===== config.mk =====
export PLATFORM = sky130hd
export DESIGN_NAME = seq_mag_comp
export DESIGN_NICKNAME = d
export VERILOG_FILES = /design/src/rtl/seq_mag_comp.sv
export SDC_FILE = /design/constraint.sdc
export NUM_CORES = 1
export LEC_CHECK = 0
export CAP_MARGIN = 10
export CORE_MARGIN = 2
export CORE_UTILIZATION = 45
export CTS_BUF_LIST = sky130_fd_sc_hd__clkbuf_8 sky130_fd_sc_hd__clkbuf_16
export DETAILED_ROUTE_END_ITERATION = 10
export GPL_ROUTABILITY_DRIVEN = 1
export PLACE_DENSITY = 0.82
export SYNTH_ARGS = -nofsm -noshare
export SYNTH_HDL_FRONTEND = slang
export SYNTH_SLANG_ARGS = --single-unit

===== constraint.sdc =====
create_clock -name clk -period 1.9 [get_ports clk]
set_clock_uncertainty 0.1 [all_clocks]
set_input_delay 0.38 -clock clk [delete_from_list [all_inputs] [get_ports clk]]
set_output_delay 0.38 -clock clk [all_outputs]
set_load 0.03 [all_outputs]

===== src/rtl/seq_mag_comp.sv =====
// Iterative MSB-first magnitude comparator: DIGIT bits per cycle, unsigned or signed,
// start/busy/done handshake with optional early termination on the first differing digit.
module seq_mag_comp #(
    parameter int unsigned WIDTH      = 8,
    parameter int unsigned DIGIT      = 2,
    parameter bit          EARLY_EXIT = 1'b1
) (
    input  logic             clk,
    input  logic             rst_n,
    input  logic             start_i,
    input  logic [WIDTH-1:0] a_i,
    input  logic [WIDTH-1:0] b_i,
    input  logic             signed_mode_i,
    output logic             busy_o,
    output logic             done_o,
    output logic             gt_o,
    output logic             eq_o,
    output logic             lt_o
);

    localparam int unsigned NDIG = WIDTH / DIGIT;
    localparam int unsigned IdxW = (NDIG > 1) ? $clog2(NDIG) : 1;

    if (WIDTH % DIGIT != 0) begin : g_bad_digit
        $error("seq_mag_comp: WIDTH must be a multiple of DIGIT");
    end

    typedef enum logic [1:0] {StIdle, StCmp, StDone} state_e;

    state_e            state_q, state_d;
    logic [WIDTH-1:0]  a_q, a_d, b_q, b_d;
    logic [IdxW-1:0]   idx_q, idx_d;
    logic              diff_q, diff_d;
    logic              sgt_q, sgt_d;
    logic              gt_q, gt_d, eq_q, eq_d, lt_q, lt_d;

    logic [DIGIT-1:0]  dig_a, dig_b;
    logic              differ, dig_gt, last, fin_diff, fin_gt;
    logic [WIDTH-1:0]  msb_flip;

    // Operands shift left each cycle, so the digit under test is always the top one.
    assign dig_a    = a_q[WIDTH-1 -: DIGIT];
    assign dig_b    = b_q[WIDTH-1 -: DIGIT];
    assign differ   = (dig_a != dig_b);
    assign dig_gt   = (dig_a > dig_b);
    assign last     = (idx_q == '0);
    assign fin_diff = diff_q | differ;
    assign fin_gt   = diff_q ? sgt_q : dig_gt;
    // Offset-binary mapping turns a signed compare into an unsigned one.
    assign msb_flip = {signed_mode_i, {(WIDTH-1){1'b0}}};

    always_comb begin
        state_d = state_q;
        a_d     = a_q;
        b_d     = b_q;
        idx_d   = idx_q;
        diff_d  = diff_q;
        sgt_d   = sgt_q;
        gt_d    = gt_q;
        eq_d    = eq_q;
        lt_d    = lt_q;
        unique case (state_q)
            StIdle: begin
                if (start_i) begin
                    state_d = StCmp;
                    a_d     = a_i ^ msb_flip;
                    b_d     = b_i ^ msb_flip;
                    idx_d   = IdxW'(NDIG - 1);
                    diff_d  = 1'b0;
                    sgt_d   = 1'b0;
                end
            end
            StCmp: begin
                if ((EARLY_EXIT && differ) || last) begin
                    state_d = StDone;
                    gt_d    = fin_diff & fin_gt;
                    lt_d    = fin_diff & ~fin_gt;
                    eq_d    = ~fin_diff;
                end else begin
                    idx_d = idx_q - IdxW'(1);
                    a_d   = a_q << DIGIT;
                    b_d   = b_q << DIGIT;
                    if (!diff_q && differ) begin
                        diff_d = 1'b1;
                        sgt_d  = dig_gt;
                    end
                end
            end
            StDone:  state_d = StIdle;
            default: state_d = StIdle;
        endcase
    end

    always_ff @(posedge clk or negedge rst_n) begin
        if (!rst_n) begin
            state_q <= StIdle;
            a_q     <= '0;
            b_q     <= '0;
            idx_q   <= '0;
            diff_q  <= 1'b0;
            sgt_q   <= 1'b0;
            gt_q    <= 1'b0;
            eq_q    <= 1'b0;
            lt_q    <= 1'b0;
        end else begin
            state_q <= state_d;
            a_q     <= a_d;
            b_q     <= b_d;
            idx_q   <= idx_d;
            diff_q  <= diff_d;
            sgt_q   <= sgt_d;
            gt_q    <= gt_d;
            eq_q    <= eq_d;
            lt_q    <= lt_d;
        end
    end

    assign busy_o = (state_q == StCmp);
    assign done_o = (state_q == StDone);
    assign gt_o   = gt_q;
    assign eq_o   = eq_q;
    assign lt_o   = lt_q;

endmodule


# Word-level counts from Yosys, hierarchy flattened
# Index checks and enable logic that the tools add are counted.
[totals]
latch_bits = 0
ramBits = 0
reg_bits = 25
word_cells = 55
romBits = 0
inputBits = 20
n_memories = 0
output_inout_bits = 5
[classes]
n_eq_ne = 7
div_mod_pow = 0
shifts = 0
n_lt_le_gt_ge = 1
add_sub_neg = 1
multipliers = 0
n_reduce_logical = 10
n_bitwise = 7
n_mux = 20
[ops]
columns = ["operator", "count"]
rows = [
  ["$mux 8", 4],
  ["$pmux 8 s2", 2],
  ["$xor 8x8->8", 2],
  ["$mux 2", 4],
  ["$pmux 2 s2", 2],
  ["$mux 1", 6],
  ["$logic_not 2->1", 2],
  ["$ne 2x1->1 const B", 2],
  ["$ne 2x2->1 const B", 2],
  ["$pmux 1 s2", 2],
  ["$reduce_and 2->1", 2],
  ["$reduce_and 4->1", 1],
  ["$reduce_and 3->1", 1],
  ["$and 1x1->1", 2],
  ["$eq 2x1->1 const B", 1],
  ["$eq 2x2->1 const B", 1],
  ["$gt 2x2->1", 1],
  ["$ne 2x2->1", 1],
  ["$not 1->1", 2],
  ["$reduce_bool 2->1", 1],
  ["$sub 2x1->2 const B", 1],
  ["$logic_and 1x1->1", 1],
  ["$logic_not 1->1", 1],
  ["$logic_or 1x1->1", 1],
  ["$or 1x1->1", 1],
]

# Depth between registers and ports, before layout
[depth]
ltp_word = 5
depth_mapped = 7
ltp_nobuf = 6

# Worst setup path after synthesis
# No wires, ideal clock.
[synth_timing]
path_kind = "register to register"
start = "register idx_q[0]"
end = "register a_q[2]"
setup_ps = 125
t_arrival_ps = 1536
path_stages_with_launch = 8
period_less_slack_ps = 1761
n_path_buf = 1
required_ps = 1675
setup_slack_ps = 139
cell_sequence = "dfrtp_1 > inv_1 > ha_1 > nand4b_1 > a21o_2 > inv_2 > buf_6 > mux2_2"
[synth_via]
elab_chain_len = 4
[synth_rtl]
columns = ["item", "line", "rtl"]
rows = [
  ["start, declared", "32", "logic [IdxW-1:0] idx_q, idx_d;"],
  ["start signal, assigned", "109", "idx_q <= idx_d;"],
  ["$logic_not 2->1", "46", "assign last = (idx_q == '0);"],
  ["$logic_or 1x1->1", "74", "if ((EARLY_EXIT && differ) || last) begin"],
  ["$ne 2x2->1 (no line)", "n/a", ""],
  ["$reduce_and 3->1 (no line)", "n/a", ""],
  ["end signal, assigned", "97", "a_q <= '0;"],
  ["end signal, assigned", "107", "a_q <= a_d;"],
  ["end, declared", "31", "logic [WIDTH-1:0] a_q, a_d, b_q, b_d;"],
]
# Every way passes these cells.
# A chain may end at the register's enable or synchronous reset.

# Final worst setup path
[layout_timing]
start = "register idx_q[0]"
end = "register a_q[7]"
# Same word-level chain as after synthesis.

==> flow_summary.json <==
{
  "antenna_found_initial": 0,
  "initial_utilization_pct": 48.5,
  "hpwl_mm": 1.67,
  "synth_top_area_share_pct": 51.1,
  "antenna_cells": 0,
  "reg2regPathDepth": 7,
  "vias": 815,
  "port_buffers": 24,
  "drive_above_1_share_pct": 31.2,
  "synth_top_family_by_area": "multiplexers",
  "path_clk_slew_ns": 0.08,
  "grt_pass1_vias": 876,
  "cts_buffer_depth": 2,
  "crit_required_ns": 1.95,
  "hp-class": "in -> async",
  "cts-root-buf": "clkbuf_8",
  "ctsHoldBuffers": 0,
  "ys_ff_latch": 25,
  "synthArstFlopShare_pct": 100,
  "p_leak_uw": 0.000723,
  "seq_area_frac_synth_pct": 51.1,
  "timing.rr.end": "a_q[7]",
  "synth_compound_area_share_pct": 7.26,
  "core_area_mm2": 0.00252,
  "grt_usage_pct": 15.2,
  "final_max_slew_viol_count": 0,
  "place_congestion": 0.729,
  "grt_pass1_wl_mm": 3.78,
  "synth_largest_area_cell": "dfrtp_1",
  "worst_slew_pin_slew_ns": 0.484,
  "slew_headroom_pct": 67.4,
  "wl_mm": 2.22,
  "synthXorXnorAreaFrac_pct": 1.43,
  "ir_worst_vdd_mv": 1.00,
  "syn_nets": 114,
  "wl_per_cell_um": 14.3,
  "finalSetupViolCount": 0,
  "dieArea_mm2": 0.00315,
  "nNetsFinal": 149,
  "synth_cells": 91,
  "fin_tns_setup_ns": 0,
  "min_period_ns": 1.81,
  "syn2layout_area_growth_pct": 29.6,
  "status": "finished, final reports clean",
  "insertion_delay_ns": 0.26,
  "h-tree-depth": 1,
  "powerDensity_mw_per_mm2": 1560,
  "cap_viol_max_count": 0,
  "ios": 25,
  "grt-ovfl-total": 0,
  "multi_input_area_um2": 538,
  "dr.first_iter.drc_count": 3,
  "synth.distinct_cells": 24,
  "ys.flop_type": "dfrtp_1",
  "crit_type": "reg -> reg",
  "grt_max_degree": 26,
  "synthSimpleGateAreaFrac_pct": 8.08,
  "yosys-top-cells-area": "dfrtp_1, mux2_2, a22o_1, mux2i_1, ha_1",
  "num_rows": 18,
  "synth.area.mux_share_pct": 24.1,
  "via_per_inst": 5.26,
  "crit_path_start_kind": "flop",
  "fmax_mhz": 553,
  "p_total_uw": 2470,
  "fin_crit_sh_pct": 95.2,
  "detail-route-antenna-nets": 0,
  "worstSetupStartpoint": "idx_q[0]",
  "syn-cell-area_mm2": 0.00122,
  "finalHoldViolCount": 0,
  "r2r_start": "idx_q[0]",
  "synth_edf_count": 0,
  "cp.arrival_ns": 1.86,
  "drt_first_pass_iters": 3,
  "nFillCells": 201,
  "avgSynthCellArea_um2": 13.4,
  "rsz0062_at_grt": "no",
  "seq_area_um2": 626,
  "cts_sinks": 25,
  "drc": 0,
  "cts_made_buffers": 3,
  "cp_max_fo": 15,
  "die_y_um": 56.1,
  "synth_fa_ha_area_share_pct": 3.07,
  "yosysWarnings": 0,
  "cp-end-kind": "flop",
  "cts_tree": "yes",
  "timing.reg2reg.setup_slack_ns": 0.09,
  "die_w_um": 56.1
}
## critical path: stages (launching register included)
cell and delay (ns):
dfrtp_1 0.37, inv_1 0.05, ha_1 0.22, nand4b_1 0.19
a21o_2 0.22, inv_2 0.06, buf_12 0.14, mux2_2 0.34
## cell type report
class / instances / area share [%]
clock inverter: 1 / 0.237
tap: 30 / 2.37
sequential: 25 / 39.5
inverter: 6 / 1.42
timing repair buffer: 33 / 20.0
clock buffer: 3 / 2.60
multi-input combinational: 57 / 33.9
## cell families after synthesis
family	after synthesis
multiplexers	26
flip-flops	25
AND/OR/NAND/NOR	15
AO/OA/AOI/OAI	11
buffers and inverters	9
adder cells (fa/ha/maj)	3
XOR/XNOR	2
## cells in the mapped netlist, types with 2 or more instances
cell type	instances
mux2_4	2
o21ai_0	2
nor3b_1	2
xor2_1	2
nand2_1	3
mux2i_1	4
mux2_2	20
dfrtp_1	25
a22o_1	5
buf_6	2
nor2b_1	4
ha_1	3
inv_1	5
nand2b_1	2
## per-layer routing
metal | wire length, um | GRT usage, %
met5 | 0 | 0
met4 | 12 | 4.08
met3 | 87 | 3.02
met2 | 1110 | 28.7
met1 | 1010 | 17.1
## stage by stage
step	worst slack [ns]	util (%)	cells	cell area, um^2	hold WS, ns
2_1_floorplan	0.139	-	91	1220	-0.0156
4_1_cts	0.0796	62.8	155	1590	0.380
3_3_place_gp	0.0162	60.2	148	1520	0.373
3_5_place_dp	-0.00672	60.2	148	1520	0.388
6_report	0.0909	62.8	155	1590	0.369
5_1_grt	0.0189	62.8	155	1590	0.396
## timing repair
action,4_1_cts,5_1_grt
resized for setup,1,0
endpoints found under the setup margin,2,0
setup buffers,3,0
## power by group
group | switching (uW) | total (uW) | internal (uW) | leakage, uW
combinational | 547 | 1260 | 714 | 0.000394
clock | 159 | 303 | 144 | 0.0000269
sequential | 134 | 901 | 768 | 0.000302
total | 840 | 2470 | 1630 | 0.000723
## cells in the final DEF, fill, tap and decap left out, drive strengths merged
master and count:
a32o 1, nand2 3, mux2 22, dfrtp 25
inv 7, a22o 5, or2 1, o31ai 1
clkbuf 3, nor2b 5, a21o 1, mux2i 4
clkdlybuf4s50 22, nand2b 2, dlygate4sd2 1, nor3b 2
buf 10, ha 3, o2bb2ai 1, o21ai 2
and2 1, nand4b 1, xor2 2
## how the worst max path moves through the flow
stage	cells past startpoint	slack [ns]	endpoint
finish	7	0.09	a_q[7]
global route	6	0.02	b_q[3]
CTS	6	0.08	a_q[7]
detailed placement	6	-0.007	a_q[7]
global placement	6	0.02	b_q[4]
floorplan	7	0.14	a_q[2]
## sequential cells by signal, summed over array words and instances, names as in the netlist
signal and flops:
gt_o 1, lt_o 1, state_q 2, b_q 8
sgt_q 1, a_q 8, diff_q 1, eq_o 1
idx_q 2
(Power assumes the default switching activity.)
